File: src/rtl/multicycle_control.sv
`default_nettype none
// ============================================================================
//  Module      : multicycle_control
//  Description : Main control FSM for a multicycle LEGv8 datapath. Decodes
//                IR[31:21], sequences the instruction phases, drives datapath
//                muxes/enables and ALUOp, counts retired instructions and
//                flags unsupported opcodes.
//  Revision    : 1.0  initial release
// ============================================================================
module multicycle_control #(
   parameter int CNT_W = 32
) (
   input  logic             clk,
   input  logic             rst,
   input  logic [10:0]      opcode,
   input  logic             zero,
   output logic             pc_write,
   output logic             pc_write_cond,
   output logic             ir_write,
   output logic             mem_read,
   output logic             mem_write,
   output logic             reg_write,
   output logic             mem_to_reg,
   output logic             reg2_loc,
   output logic             alu_src_a,
   output logic [1:0]       alu_src_b,
   output logic [1:0]       pc_source,
   output logic             alu_op1,
   output logic             alu_op0,
   output logic             illegal,
   output logic [3:0]       state,
   output logic [CNT_W-1:0] retired
);

   typedef enum logic [3:0] {
      FETCH    = 4'd0,
      DECODE   = 4'd1,
      MEM_ADDR = 4'd2,
      MEM_RD   = 4'd3,
      MEM_WB   = 4'd4,
      MEM_WR   = 4'd5,
      R_EXEC   = 4'd6,
      R_WB     = 4'd7,
      CBZ      = 4'd8,
      BR       = 4'd9,
      HALT     = 4'd10
   } state_t;

   typedef struct packed {
      logic       pc_write;
      logic       pc_write_cond;
      logic       ir_write;
      logic       mem_read;
      logic       mem_write;
      logic       reg_write;
      logic       mem_to_reg;
      logic       reg2_loc;
      logic       alu_src_a;
      logic [1:0] alu_src_b;
      logic [1:0] pc_source;
      logic       alu_op1;
      logic       alu_op0;
   } ctrl_t;

   localparam logic [CNT_W-1:0] CNT_ONE = {{(CNT_W-1){1'b0}}, 1'b1};

   // Moore control word for each state; anything not set stays 0.
   function automatic ctrl_t ctrl_of(input state_t s);
      ctrl_t c;
      c = '0;
      case (s)
         FETCH: begin
            c.mem_read = 1'b1; c.ir_write = 1'b1; c.pc_write = 1'b1;
            c.alu_src_b = 2'b01;
         end
         DECODE:   c.alu_src_b = 2'b11;
         MEM_ADDR: begin
            c.alu_src_a = 1'b1; c.alu_src_b = 2'b10; c.reg2_loc = 1'b1;
         end
         MEM_RD:   c.mem_read = 1'b1;
         MEM_WB:   begin c.reg_write = 1'b1; c.mem_to_reg = 1'b1; end
         MEM_WR:   begin c.mem_write = 1'b1; c.reg2_loc = 1'b1; end
         R_EXEC:   begin c.alu_src_a = 1'b1; c.alu_op1 = 1'b1; end
         R_WB:     c.reg_write = 1'b1;
         CBZ: begin
            c.alu_src_a = 1'b1; c.alu_op0 = 1'b1; c.reg2_loc = 1'b1;
            c.pc_write_cond = 1'b1; c.pc_source = 2'b01;
         end
         BR:       begin c.pc_write = 1'b1; c.pc_source = 2'b10; end
         default:  c = '0;
      endcase
      return c;
   endfunction

   state_t            cur_state;
   state_t            nxt_state;
   ctrl_t             ctrl;
   logic              is_load;
   logic              halted;
   logic [CNT_W-1:0]  count;
   logic              op_rtype, op_ldur, op_stur, op_cbz, op_b;
   logic              last_cycle;

   // The zero flag gates the PC load in the datapath, not in this FSM.
   wire unused_zero = zero;

   // Opcode classification.
   always_comb begin
      op_rtype = (opcode == 11'b10001011000) || (opcode == 11'b11001011000) ||
                 (opcode == 11'b10001010000) || (opcode == 11'b10101010000);
      op_ldur  = (opcode == 11'b11111000010);
      op_stur  = (opcode == 11'b11111000000);
      op_cbz   = (opcode[10:3] == 8'b10110100);
      op_b     = (opcode[10:5] == 6'b000101);
   end

   // Next-state sequencing; the opcode only matters in DECODE.
   always_comb begin
      nxt_state = cur_state;
      case (cur_state)
         FETCH:    nxt_state = DECODE;
         DECODE: begin
            if (op_rtype)                nxt_state = R_EXEC;
            else if (op_ldur || op_stur) nxt_state = MEM_ADDR;
            else if (op_cbz)             nxt_state = CBZ;
            else if (op_b)               nxt_state = BR;
            else                         nxt_state = HALT;
         end
         MEM_ADDR: nxt_state = is_load ? MEM_RD : MEM_WR;
         MEM_RD:   nxt_state = MEM_WB;
         R_EXEC:   nxt_state = R_WB;
         MEM_WB, MEM_WR, R_WB, CBZ, BR: nxt_state = FETCH;
         HALT:     nxt_state = HALT;
         default:  nxt_state = FETCH;
      endcase
      last_cycle = (cur_state == MEM_WB) || (cur_state == MEM_WR) ||
                   (cur_state == R_WB)   || (cur_state == CBZ)    ||
                   (cur_state == BR);
   end

   // State, registered control word, load/store memo, sticky flag and counter.
   always_ff @(posedge clk) begin
      if (rst) begin
         cur_state <= FETCH;
         ctrl      <= ctrl_of(FETCH);
         is_load   <= 1'b0;
         halted    <= 1'b0;
         count     <= '0;
      end else begin
         cur_state <= nxt_state;
         ctrl      <= ctrl_of(nxt_state);
         if (cur_state == DECODE) is_load <= op_ldur;
         if (nxt_state == HALT)   halted  <= 1'b1;
         if (last_cycle)          count   <= count + CNT_ONE;
      end
   end

   assign pc_write      = ctrl.pc_write;
   assign pc_write_cond = ctrl.pc_write_cond;
   assign ir_write      = ctrl.ir_write;
   assign mem_read      = ctrl.mem_read;
   assign mem_write     = ctrl.mem_write;
   assign reg_write     = ctrl.reg_write;
   assign mem_to_reg    = ctrl.mem_to_reg;
   // In DECODE the IR has only just been loaded, so Rt selection follows the opcode directly.
   assign reg2_loc      = ctrl.reg2_loc | ((cur_state == DECODE) & (op_stur | op_cbz));
   assign alu_src_a     = ctrl.alu_src_a;
   assign alu_src_b     = ctrl.alu_src_b;
   assign pc_source     = ctrl.pc_source;
   assign alu_op1       = ctrl.alu_op1;
   assign alu_op0       = ctrl.alu_op0;
   assign illegal       = halted;
   assign state         = cur_state;
   assign retired       = count;

endmodule
`default_nettype wire
File: config.mk
export PLATFORM = sky130hd
export DESIGN_NAME = multicycle_control
export DESIGN_NICKNAME = d
export VERILOG_FILES = /design/src/rtl/multicycle_control.sv
export SDC_FILE = /design/constraint.sdc
export NUM_CORES = 1
export LEC_CHECK = 0
export ABC_AREA = 1
export CAP_MARGIN = 20
export CORE_MARGIN = 5
export CORE_UTILIZATION = 55
export CTS_CLUSTER_SIZE = 30
export DETAILED_ROUTE_END_ITERATION = 16
export DONT_BUFFER_PORTS = 1
export PLACE_DENSITY = 0.7
export RECOVER_POWER = 50
export SLEW_MARGIN = 25
export SYNTH_ARGS = -nofsm -noshare
export SYNTH_HDL_FRONTEND = slang
export SYNTH_SLANG_ARGS = --single-unit
File: constraint.sdc
create_clock -name clk -period 1.6 [get_ports clk]
set_input_delay 0.16 -clock clk [delete_from_list [all_inputs] [get_ports clk]]
set_output_delay 0.16 -clock clk [all_outputs]
set_load 0.02 [all_outputs]
# == Word level (Yosys, flattened, before mapping) ==
# Index checks and enable logic that the tools add are counted.
# word_totals
wordCells,81
reg_bits,52
# classes
addsub,1
n_bitwise,3
eq_ne,28
reduce_logical,15
n_mux,18
# ops
cell,n
$eq 11x11->1 const B,6
$add 32x1->32 const B,1
$eq 4x3->1 const B,8
$eq 4x4->1 const B,6
$pmux 4 s6,1
$eq 4x2->1 const B,4
$mux 1,10
$eq 4x1->1 const B,2
$eq 8x8->1 const B,1
$logic_not 4->1,2
$logic_or 1x1->1,8
$mux 4,2
$eq 6x3->1 const B,1
$pmux 2 s3,1
$reduce_or 2->1,3
$reduce_or 3->1,2
$mux 2,2
$pmux 2 s2,1
$mux 3,1
$or 1x1->1,2
$and 1x1->1,1

# == Depth between registers and ports, before layout ==
# Gate-level depths: netlist of the first run.
# depth
depth_word,9
mapped_depth,11

# == Worst setup path after synthesis of the first run ==
# No wires, ideal clock.
# synth_path
path_type,reg2reg
start,"reg count[0], in the netlist retired[0]"
end,"reg count[24], in the netlist retired[24]"
period_less_slack_ps,1604
slack_ps,-4
stages_incl_launch_ff,11
arrival_time_ps,1472
required_time_ps,1468
path_buffers,0
cell_sequence,dfxtp_1 > ha_1 > inv_1 > nor2_1 > inv_2 > nor3_4 > nand2_1 > nand2_1 > nand2_1 > nand2_1 > a21oi_1
# synth_between
elab_chain_cells,1
# synth_lines
item,line,source
"start, declared",100,logic [CNT_W-1:0] count;
"start signal, assigned",154,if (last_cycle) count <= count + CNT_ONE;
$add 32x1->32,154,
# Every way passes these cells.
# A chain may end at the register's enable or synchronous reset.

# == Final worst setup path of the first run ==
# layout_path
start,"reg cur_state[2], in the netlist state[2]"
end,out reg2_loc
# layout_between
elab_chain_cells,3
# layout_lines
item,line,source
"start, declared",95,state_t cur_state;
"start signal, assigned",150,cur_state <= nxt_state;
$eq 4x1->1,166,assign reg2_loc = ctrl.reg2_loc | ((cur_state == DECODE) & (op_stur | op_cbz));
$and 1x1->1,166,
$or 1x1->1,166,
"end, declared",24,"output logic reg2_loc,"
# Every way passes these cells.

==> results by group, run 1 <==
Run status
  – Status: finished clean

Global route
  – Global-route usage over all layers: 23.1%
  – Initial antenna violation count: 0
  – First-pass GRT wire length: between 10000 and 15000 µm
  – Vias in the first global route: roughly 2600
  – Largest net degree at the start of global routing: 31
  – Grt ovf: 0

Final layout
  – Ant. Diodes: 0
  – Area delta synth->final: 18.8%
  – Final Core Density: 67.2%
  – Max FFs per register: 32
  – Commonest non-fill, non-tap cells in the layout: 167 x nand2_1, 68 x nor2_1, 49 x dfxtp_1, 39 x inv_1, 34 x buf_4
  – Number of fill cells: between 400 and 500
  – Share of layout cells above drive strength 1: between 10% and 20%
  – Commonest non-fill, non-tap cell in the layout: nand2_1
  – # nets final: 518
  – Finished Layout Cells: 574

Timing
  – Hold slack: 0.0751 ns
  – Worst Skew: between 0.01 and 0.015 ns
  – Worst Tran Pin Value: between 0.4 and 0.5 ns
  – Final WS setup: just over 0.02 ns
  – Final Cycle Share: roughly 99%
  – Final TNS setup: 0 ns
  – RSZ-0062 raised after global routing: yes
  – Final hold violation count: 0
  – Max-slew violation count: 0
  – # setup viols final: 0
  – Slew headroom: approximately 72%
  – Fin crit period: around 1.6 ns
  – Fmax: between 600 and 700 MHz

Placed design
  – Gpl congestion: around 0.9
  – Port bufs: 0
  – Pre-CTS WS: between 0.06 and 0.07 ns
  – Dpl cells: 563
  – Dpl hpwl: 5720 µm

CTS
  – Worst skew pair latency: around 0.31 ns
  – Longest Clk Path Bufs: 2
  – TritonCTS clock tree: built
  – Number of H-tree levels: 2
  – Worst-path clk slew: 0.10 ns
  – Root Buffer Master: clkbuf_8
  – Clock Sinks: 52
  – TritonCTS buffer count: 5

Power
  – Cell area power density: roughly 1100 nW/µm²
  – Worst vdd ir: ~0.64 mV
  – Leakage: 0.00132 µW

Critical path
  – Peak per-stage delay on the critical path: about 0.34 ns
  – Setup crit end: reg2_loc
  – CP endpoint kind: output pin
  – Critical path origin: state[2]$_SDFF_PP0_
  – Worst reg2reg path depth: 9
  – Crit path launch type: flop
  – CP required: 1.44 ns
  – Reg-to-Reg End: ctrl[7]$_SDFF_PP0_
  – CP max-delay cell: dfxtp_1
  – Crit path kind: flop to output pin
  – Worst Path Arrival: about 1.4 ns
  – Worst path cell trace: buf_4 > inv_1 > nand2_1 > nor2_4 > a21o_1
  – Worst R2R Start: state[2]$_SDFF_PP0_
  – Crit-path max FO: 7
  – R2R Setup Slk: ~0.04 ns

Routing
  – DR iter-0 viols: 308
  – DRC: 0
  – DR vias/cell: around 5.2
  – Via Count: 2991
  – Drt total wl: roughly 7500 µm
  – Antenna-violating nets left: 0
  – First-pass DRT Iterations: 5
  – DR WL/cell: 13.1 µm

Flow run
  – Max Cap Violations: 0

Die
  – Io pins: 66
  – Die Wd: 82.2 µm
  – Starting Density: a little under three fifths
  – Chip Height: between 80 and 90 µm
  – Core Region: between 5000 and 6000 µm²
  – Die area: 6760 µm²
  – # rows: 26

Logic synthesis
  – Syn nets: 476
  – Ys async rst share: 0%
  – EDFF count, synth: 0
  – Prevailing post-synth register cell: dfxtp_1
  – Yosys warns: 0
  – Mapped Area: 2870 µm²
  – Seq/Total Area, Yosys: roughly 36%
  – Avg Synthesized Cell Area: 6.22 µm²
  – Cell variety after synth: 24
  – Synth Register Bits: 52
  – Synthesized instance count: around 460

Min path
  – Min-delay worst type: input pin to flop
## power by group
part	internal [µW]	switching [µW]	total, µW
logic	377	795	1170
registers	1450	196	1640
clock network	319	471	790
total	2140	1460	3610
## metrics by stage
stage          total power [µW]  instance area (µm²)
3_5_place_dp               2720                 3220
4_1_cts                    3510                 3330
6_report                   3610                 3410
3_3_place_gp               2720                 3220
2_1_floorplan              2430                 2870
5_1_grt                    3800                 3410
## kinds of logic after synthesis
logic type / count (synthesis) / synth area share, %
adders and majority gates: 1 / 0.436
AOI/OAI and AO/OA: 46 / 8.29
xor gates and xnor gates: 6 / 1.83
buffers and inverters: 55 / 8.11
DFF: 52 / 36.3
and+or+nand+nor: 301 / 45.0
## worst min path at each step
stage / startpoint / endpoint / slack, ns / cells past startpoint
final: opcode[1] / is_load$_SDFFE_PP0P_ / 0.08 / 4
after global routing: rst / retired[8]$_SDFFE_PP0P_ / 0.09 / 2
after CTS: rst / retired[8]$_SDFFE_PP0P_ / -0.10 / 1
after detailed placement: rst / retired[15]$_SDFFE_PP0P_ / 0.24 / 1
after global placement: rst / retired[15]$_SDFFE_PP0P_ / 0.23 / 1
after floorplan: rst / state[1]$_SDFF_PP0_ / 0.24 / 1
## what timing repair did
item                                    CTS  global route
buffers inserted                          0             1
endpoints found under the hold margin    29            28
resized for setup                         0            28
endpoints found under the setup margin    0            28
hold buffers                              1             1
## worst max-delay path: cells and delay by family, from the launching register on
kind | cells | cell delay, ns
AO/OA/AOI/OAI | 1 | 0.25
buffers and inverters | 2 | 0.22
flip-flops | 1 | 0.34
AND/OR/NAND/NOR | 2 | 0.30
## cells in the mapped netlist (5+ instances only)
| library cell | number | area share (%) |
|---|---|---|
| clkbuf_1 | 5 | 0.65 |
| nor2_1 | 75 | 9.8 |
| nand3_1 | 23 | 4.0 |
| dfxtp_1 | 52 | 36 |
| o21ai_0 | 11 | 1.9 |
| buf_4 | 6 | 1.6 |
| nor3_1 | 7 | 1.2 |
| a21oi_1 | 32 | 5.6 |
| inv_1 | 40 | 5.2 |
| nand2_1 | 168 | 22 |
| nand3b_1 | 12 | 3.1 |
| xor2_1 | 5 | 1.5 |
## per-layer routing
layer  part of all wire (%)  vias up  global-route usage [%]
met1                     45     1342                    33.6
met5                      0        -                       0
met4                   0.69        0                    4.49
met2                     45      118                    34.9
li1                       -     1526                       -
met3                    9.5        5                    5.10
## final cells by class
cell class	count	area [µm²]	area share [%]
multi-input cells	354	1680	49.2
clock inverters	3	26.3	0.771
well taps	70	87.6	2.57
repair buffers	49	349	10.2
inverters	41	154	4.51
flip-flops and latches	52	1040	30.6
clock buffers	5	68.8	2.02
(Power assumes the default switching activity.)
==> run 2: changes to the inputs <==
--- a/config.mk
+++ b/config.mk
@@ -9,10 +9,11 @@
 export CAP_MARGIN = 20
 export CORE_MARGIN = 5
 export CORE_UTILIZATION = 55
+export CTS_BUF_LIST = sky130_fd_sc_hd__clkbuf_8
 export CTS_CLUSTER_SIZE = 30
 export DETAILED_ROUTE_END_ITERATION = 16
 export DONT_BUFFER_PORTS = 1
-export PLACE_DENSITY = 0.7
+export PLACE_DENSITY = 0.8
 export RECOVER_POWER = 50
 export SLEW_MARGIN = 25
 export SYNTH_ARGS = -nofsm -noshare
==> results by group, run 2 (same netlist as run 1, synthesis figures left out) <==
Routing
  – First-pass DRT Iterations: 4 (-1)
  – Drt total wl: 7670 µm (+1.7%)
  – DR iter-0 viols: 211 (-31%)
  – DR WL/cell: 13.4 µm (+1.8%)
  – Via Count: 3039 (+1.6%)
  – Antenna-violating nets left: 0 (unchanged)
  – DR vias/cell: 5.30 (+1.8%)
  – DRC: 0 (unchanged)

Die
  – # rows: 26 (unchanged)
  – Io pins: 66 (unchanged)
  – Die area: 6760 µm² (unchanged)
  – Core Region: 5070 µm² (unchanged)
  – Starting Density: 56.5% (unchanged)
  – Die Wd: 82.2 µm (unchanged)
  – Chip Height: 82.2 µm (unchanged)

Final layout
  – Area delta synth->final: 15.4%
  – Max FFs per register: 32 (unchanged)
  – Finished Layout Cells: 573 (-0.17%)
  – Share of layout cells above drive strength 1: 11.9% (-3.9 points)
  – # nets final: 517 (-0.19%)
  – Commonest non-fill, non-tap cells in the layout: 167 x nand2_1, 70 x nor2_1, 48 x dfxtp_1, 39 x inv_1, 32 x a21oi_1
  – Commonest non-fill, non-tap cell in the layout: nand2_1
  – Ant. Diodes: 0 (unchanged)
  – Design Area, Final: 3310 µm² (-2.9%)

CTS
  – TritonCTS clock tree: built
  – Longest Clk Path Bufs: 2 (unchanged)
  – Worst skew pair latency: 0.32 ns (about the same)
  – Number of H-tree levels: 2 (unchanged)
  – Root Buffer Master: clkbuf_8
  – TritonCTS buffer count: 5 (unchanged)
  – Worst-path clk slew: 0.11 ns (about the same)
  – Clock Sinks: 52 (unchanged)

Timing
  – Worst Tran Pin Value: 0.442 ns (+0.0203 ns)
  – Final TNS setup: 0 ns (unchanged)
  – Final Cycle Share: 94.3% (-4.4 points)
  – Fin crit period: 1.51 ns (-0.0712 ns)
  – RSZ-0062 raised after global routing: yes
  – Worst Skew: 0.0174 ns (+0.00727 ns)
  – # setup viols final: 0 (unchanged)
  – Hold slack: 0.0792 ns (+0.00412 ns)
  – Slew headroom: 70.5% (-1.3 points)
  – Fmax: 663 MHz (+4.7%)
  – Max-slew violation count: 0 (unchanged)
  – Final hold violation count: 0 (unchanged)

Global route
  – Global-route usage over all layers: 23.6% (+0.58 points)
  – First-pass GRT wire length: 12400 µm (+1.5%)
  – Largest net degree at the start of global routing: 30 (-3.2%)
  – Initial antenna violation count: 0 (unchanged)
  – Grt ovf: 0 (unchanged)
  – Vias in the first global route: 2788 (+7.5%)

Min path
  – Min-delay worst type: input pin to flop
  – Hold depth: 4 (unchanged)

Placed design
  – Placed Instance Area: 3190 µm² (-1.2%)
  – Dpl cells: 558 (-0.89%)
  – Dpl hpwl: 5750 µm (+0.49%)
  – Port bufs: 0 (unchanged)
  – Gpl congestion: 0.957 (+4.1%)

Critical path
  – Crit-path max FO: 5 (-2)
  – CP endpoint kind: flop
  – Worst reg2reg path depth: 8 (-1)
  – Worst Path Arrival: 1.76 ns (+0.34 ns)
  – CP required: 1.85 ns (+0.41 ns)
  – Crit path launch type: flop
  – Crit path kind: flop to flop

Power
  – Clk pwr share: 22.5% (+0.6 points)
  – Flop pwr share: 46.1% (+0.5 points)
  – Sw Share: 40.1% (-0.42 points)
  – Sw Pwr: 1440 µW (-1.4%)
  – Internal Power: 2150 µW (+0.38%)
  – Comb pwr share: 31.5% (-1.0 points)
  – Leakage: 0.00125 µW (-4.7%)
  – Worst vdd ir: 0.668 mV (+4.8%)
  – Cell area power density: 1090 nW/µm² (+2.6%)

Flow run
  – Max Cap Violations: 0 (unchanged)

Run status
  – Status: finished clean
-- run 2: cell count changes in the layout (fill, tap and decap cells not counted), moves of 4 or more --
cell      delta
buf_4       -12
clkbuf_1    +13
nand3_1      +4
nand3_2      -4
-- run 2: worst max-delay path, stage by stage, from the launching register on --
cell	delay, ns
dfxtp_1	0.34
inv_1	0.10
nor2_4	0.17
nand3_1	0.19
nand2_1	0.11
nor2_1	0.05
a21oi_1	0.23
nand3_1	0.17
o21ai_0	0.10
-- run 2: metrics by stage --
stage / power, µW / utilization (%) / setup WS, ns
CTS: 3480 / 65.2 / 0.00393
floorplan: 2430 / - / 0.00815
finish: 3590 / 65.2 / 0.0914
global route: 3790 / 65.2 / -0.0582
global placement: 2620 / 62.8 / 0.123
detailed placement: 2650 / 62.8 / 0.0475
-- run 2: power groups by stage --
stage / clock [µW] / sequential, µW / combinational, µW
3_5_place_dp: 0 / 1680 / 970
5_1_grt: 871 / 1670 / 1240
4_1_cts: 813 / 1650 / 1010
2_1_floorplan: 0 / 1680 / 754
6_report: 808 / 1660 / 1130
3_3_place_gp: 0 / 1680 / 944
-- run 2: worst paths after layout --
path	start	end	slack, ns
worst min-delay path	opcode[1]	is_load$_SDFFE_PP0P_	0.08
worst max register to register	state[1]$_SDFF_PP0_	alu_src_b[1]$_SDFF_PP0_	0.09
worst min register to register	retired[8]$_SDFFE_PP0P_	retired[8]$_SDFFE_PP0P_	0.52
worst max-delay path	state[1]$_SDFF_PP0_	alu_src_b[1]$_SDFF_PP0_	0.09
-- run 2: routing by layer --
metal	track usage, %	part of all wire [%]	vias up	wire length [µm]
met5	0	0	-	0
met2	36.5	45	115	3470
met4	9.14	2.3	0	173
met1	30.9	44	1389	3350
li1	-	-	1519	-
met3	6.94	8.9	16	679
-- run 2: what timing repair did --
action / 4_1_cts / 5_1_grt
pin swaps: 0 / 3
endpoints found under the setup margin: 1 / 19
setup buffers: 0 / 6
hold endpoints to repair: 29 / 0
hold buffers: 1 / 0
gates resized for setup: 1 / 17
-- run 2: area by class of cell --
cell class,instances,area (µm²)
clock inverter,3,25.0
tap,70,87.6
fill,506,1760
multi-input combinational,354,1640
inverter,41,154
sequential,52,1050
timing repair buffer,48,287
clock buffer,5,68.8
==> run 3: changes to the inputs <==
--- a/config.mk
+++ b/config.mk
@@ -8,12 +8,12 @@
 export ABC_AREA = 1
 export CAP_MARGIN = 20
 export CORE_MARGIN = 5
-export CORE_UTILIZATION = 55
+export CORE_UTILIZATION = 65
 export CTS_BUF_LIST = sky130_fd_sc_hd__clkbuf_8
 export CTS_CLUSTER_SIZE = 30
 export DETAILED_ROUTE_END_ITERATION = 16
 export DONT_BUFFER_PORTS = 1
-export PLACE_DENSITY = 0.8
+export PLACE_DENSITY = 0.91
 export RECOVER_POWER = 50
 export SLEW_MARGIN = 25
 export SYNTH_ARGS = -nofsm -noshare
==> results by group, run 3 (same netlist as run 1, synthesis figures left out) <==
Routing
  – Via Count: 3277 (+7.8%)
  – Drt total wl: 8610 µm (+12%)
  – DR vias/cell: 5.90 (+11%)
  – First-pass DRT Iterations: 6 (+2)
  – DR WL/cell: 15.5 µm (+16%)
  – Antenna-violating nets left: 0 (unchanged)
  – DRC: 0 (unchanged)
  – DR iter-0 viols: 517 (+150%)

Global route
  – First-pass GRT wire length: 13000 µm (+5.1%)
  – Grt ovf: 0 (unchanged)
  – Vias in the first global route: 2883 (+3.4%)
  – Initial antenna violation count: 0 (unchanged)
  – Global-route usage over all layers: 26.7% (+3.0 points)
  – Largest net degree at the start of global routing: 31 (+3.3%)

Timing
  – # setup viols final: 0 (unchanged)
  – Final hold violation count: 27 (+27)
  – Hold slack: -0.0991 ns (-0.178 ns)
  – Worst Skew: 0.00862 ns (-0.00883 ns)
  – Final Cycle Share: 98.1% (+3.9 points)
  – Fin crit period: 1.57 ns (+0.0616 ns)
  – Max-slew violation count: 0 (unchanged)
  – Worst Tran Pin Value: 0.436 ns (-0.00618 ns)
  – RSZ-0062 raised after global routing: yes
  – Fmax: 637 MHz (-3.9%)
  – Final WS setup: 0.0298 ns (-0.0616 ns)
  – Slew headroom: 70.9% (+0.38 points)

Critical path
  – Crit path kind: flop to flop
  – Crit-path max FO: 5 (unchanged)
  – CP required: 1.82 ns (-0.03 ns)
  – Worst path cell trace: inv_2 > nor2_2 > nand2_1 > o21ai_4 > nand3_1 > nor2_2 > nand3_1 > nand2_1 > nor2_1
  – Crit path launch type: flop
  – CP endpoint kind: flop
  – CP max-delay cell: dfxtp_2
  – Peak per-stage delay on the critical path: 0.40 ns (+0.06 ns)
  – Worst Path Arrival: 1.79 ns (+0.03 ns)

CTS
  – Clock Sinks: 52 (unchanged)
  – CTS Hold Bufs: 2 (+1)
  – TritonCTS clock tree: built
  – Number of H-tree levels: 2 (unchanged)
  – TritonCTS buffer count: 5 (unchanged)
  – Worst-path clk slew: 0.11 ns (about the same)
  – Longest Clk Path Bufs: 2 (unchanged)
  – Worst skew pair latency: 0.33 ns (about the same)
  – Root Buffer Master: clkbuf_8

Flow run
  – Max Cap Violations: 0 (unchanged)

Power
  – Cell area power density: 1070 nW/µm² (-1.1%)
  – Worst vdd ir: 0.748 mV (+12%)
  – Leakage: 0.00135 µW (+7.9%)

Placed design
  – Dpl hpwl: 5730 µm (-0.34%)
  – Gpl congestion: 0.940 (-1.8%)
  – Pre-CTS WS: 0.0491 ns (+0.00161 ns)
  – Port bufs: 0 (unchanged)
  – Placed Instance Area: 3170 µm² (-0.47%)

Final layout
  – Max FFs per register: 32 (unchanged)
  – Design Area, Final: 3420 µm² (+3.4%)
  – Share of layout cells above drive strength 1: 17.1% (+5.2 points)
  – # nets final: 517 (unchanged)
  – Area delta synth->final: 19.3%
  – Number of fill cells: 297 (-41%)
  – Commonest non-fill, non-tap cell in the layout: nand2_1
  – Commonest non-fill, non-tap cells in the layout: 165 x nand2_1, 66 x nor2_1, 47 x dfxtp_1, 38 x inv_1, 38 x buf_4
  – Ant. Diodes: 0 (unchanged)
  – Final Core Density: 79.1% (+14 points)

Run status
  – Violated checks: negative hold slack
  – Status: finished, violations left

Die
  – Io pins: 66 (unchanged)
  – Core Region: 4320 µm² (-15%)
  – Die area: 5840 µm² (-14%)
  – Starting Density: 66.3% (+9.8 points)
  – # rows: 24 (-7.7%)
  – Die Wd: 76.4 µm (-7.0%)
  – Chip Height: 76.4 µm (-7.0%)

Min path
  – Min-delay worst type: input pin to flop
==> run 3: cell count changes in the layout (fill, tap and decap cells not counted), sizes merged <==
cell,delta
buf,+16
clkbuf,-18
dlygate4sd3,+2
==> run 3: path summary, 6_finish.rpt <==
kind / slack [ns] / start / to / cells past startpoint
worst max register to register: 0.03 / state[3]$_SDFF_PP0_ / retired[18]$_SDFFE_PP0P_ / 9
worst max-delay path: 0.03 / state[3]$_SDFF_PP0_ / retired[18]$_SDFFE_PP0P_ / 9
worst min-delay path: -0.1 / rst / retired[25]$_SDFFE_PP0P_ / 1
worst min register to register: 0.51 / retired[8]$_SDFFE_PP0P_ / retired[8]$_SDFFE_PP0P_ / 2
==> run 3: layout make-up <==
type	count	area [µm²]	area share [%]
multi-input combinational	354	1710	49.9
tap	52	65.1	1.90
clock inverter	3	25.0	0.731
clock buffer	5	68.8	2.01
sequential	52	1050	30.7
timing repair buffer	48	350	10.2
inverter	41	154	4.50
==> run 3: stage by stage <==
stage	std cells	TNS, ns	power [µW]
5_1_grt	555	-0.705	3870
2_1_floorplan	461	0	2430
3_5_place_dp	541	0	2650
6_report	555	0	3670
4_1_cts	551	0	3450
3_3_place_gp	541	0	2610
==> run 3: worst max-delay path: cells and delay by family, from the launching register on <==
| kind | cells | cell delay, ns |
|---|---|---|
| AND/OR/NAND/NOR | 7 | 0.88 |
| buffers and inverters | 1 | 0.09 |
| AO/OA/AOI/OAI | 1 | 0.10 |
| flip-flops | 1 | 0.40 |
==> run 3: timing repair <==
item / 4_1_cts / 5_1_grt
buffers inserted: 0 / 4
hold endpoints to repair: 29 / 27
resized for setup: 0 / 37
setup endpoints to repair: 0 / 28
==> run 3: per-layer routing <==
layer | wire [µm] | global-route usage (%)
met5 | 0 | 0
met4 | 428 | 14.5
met3 | 1160 | 7.68
met2 | 3890 | 41.1
met1 | 3140 | 33.3
==> run 3: report_power, final <==
part / internal (µW) / switching [µW] / total [µW]
logic: 366 / 801 / 1170
clock network: 320 / 501 / 821
registers: 1450 / 232 / 1680
total: 2140 / 1530 / 3670
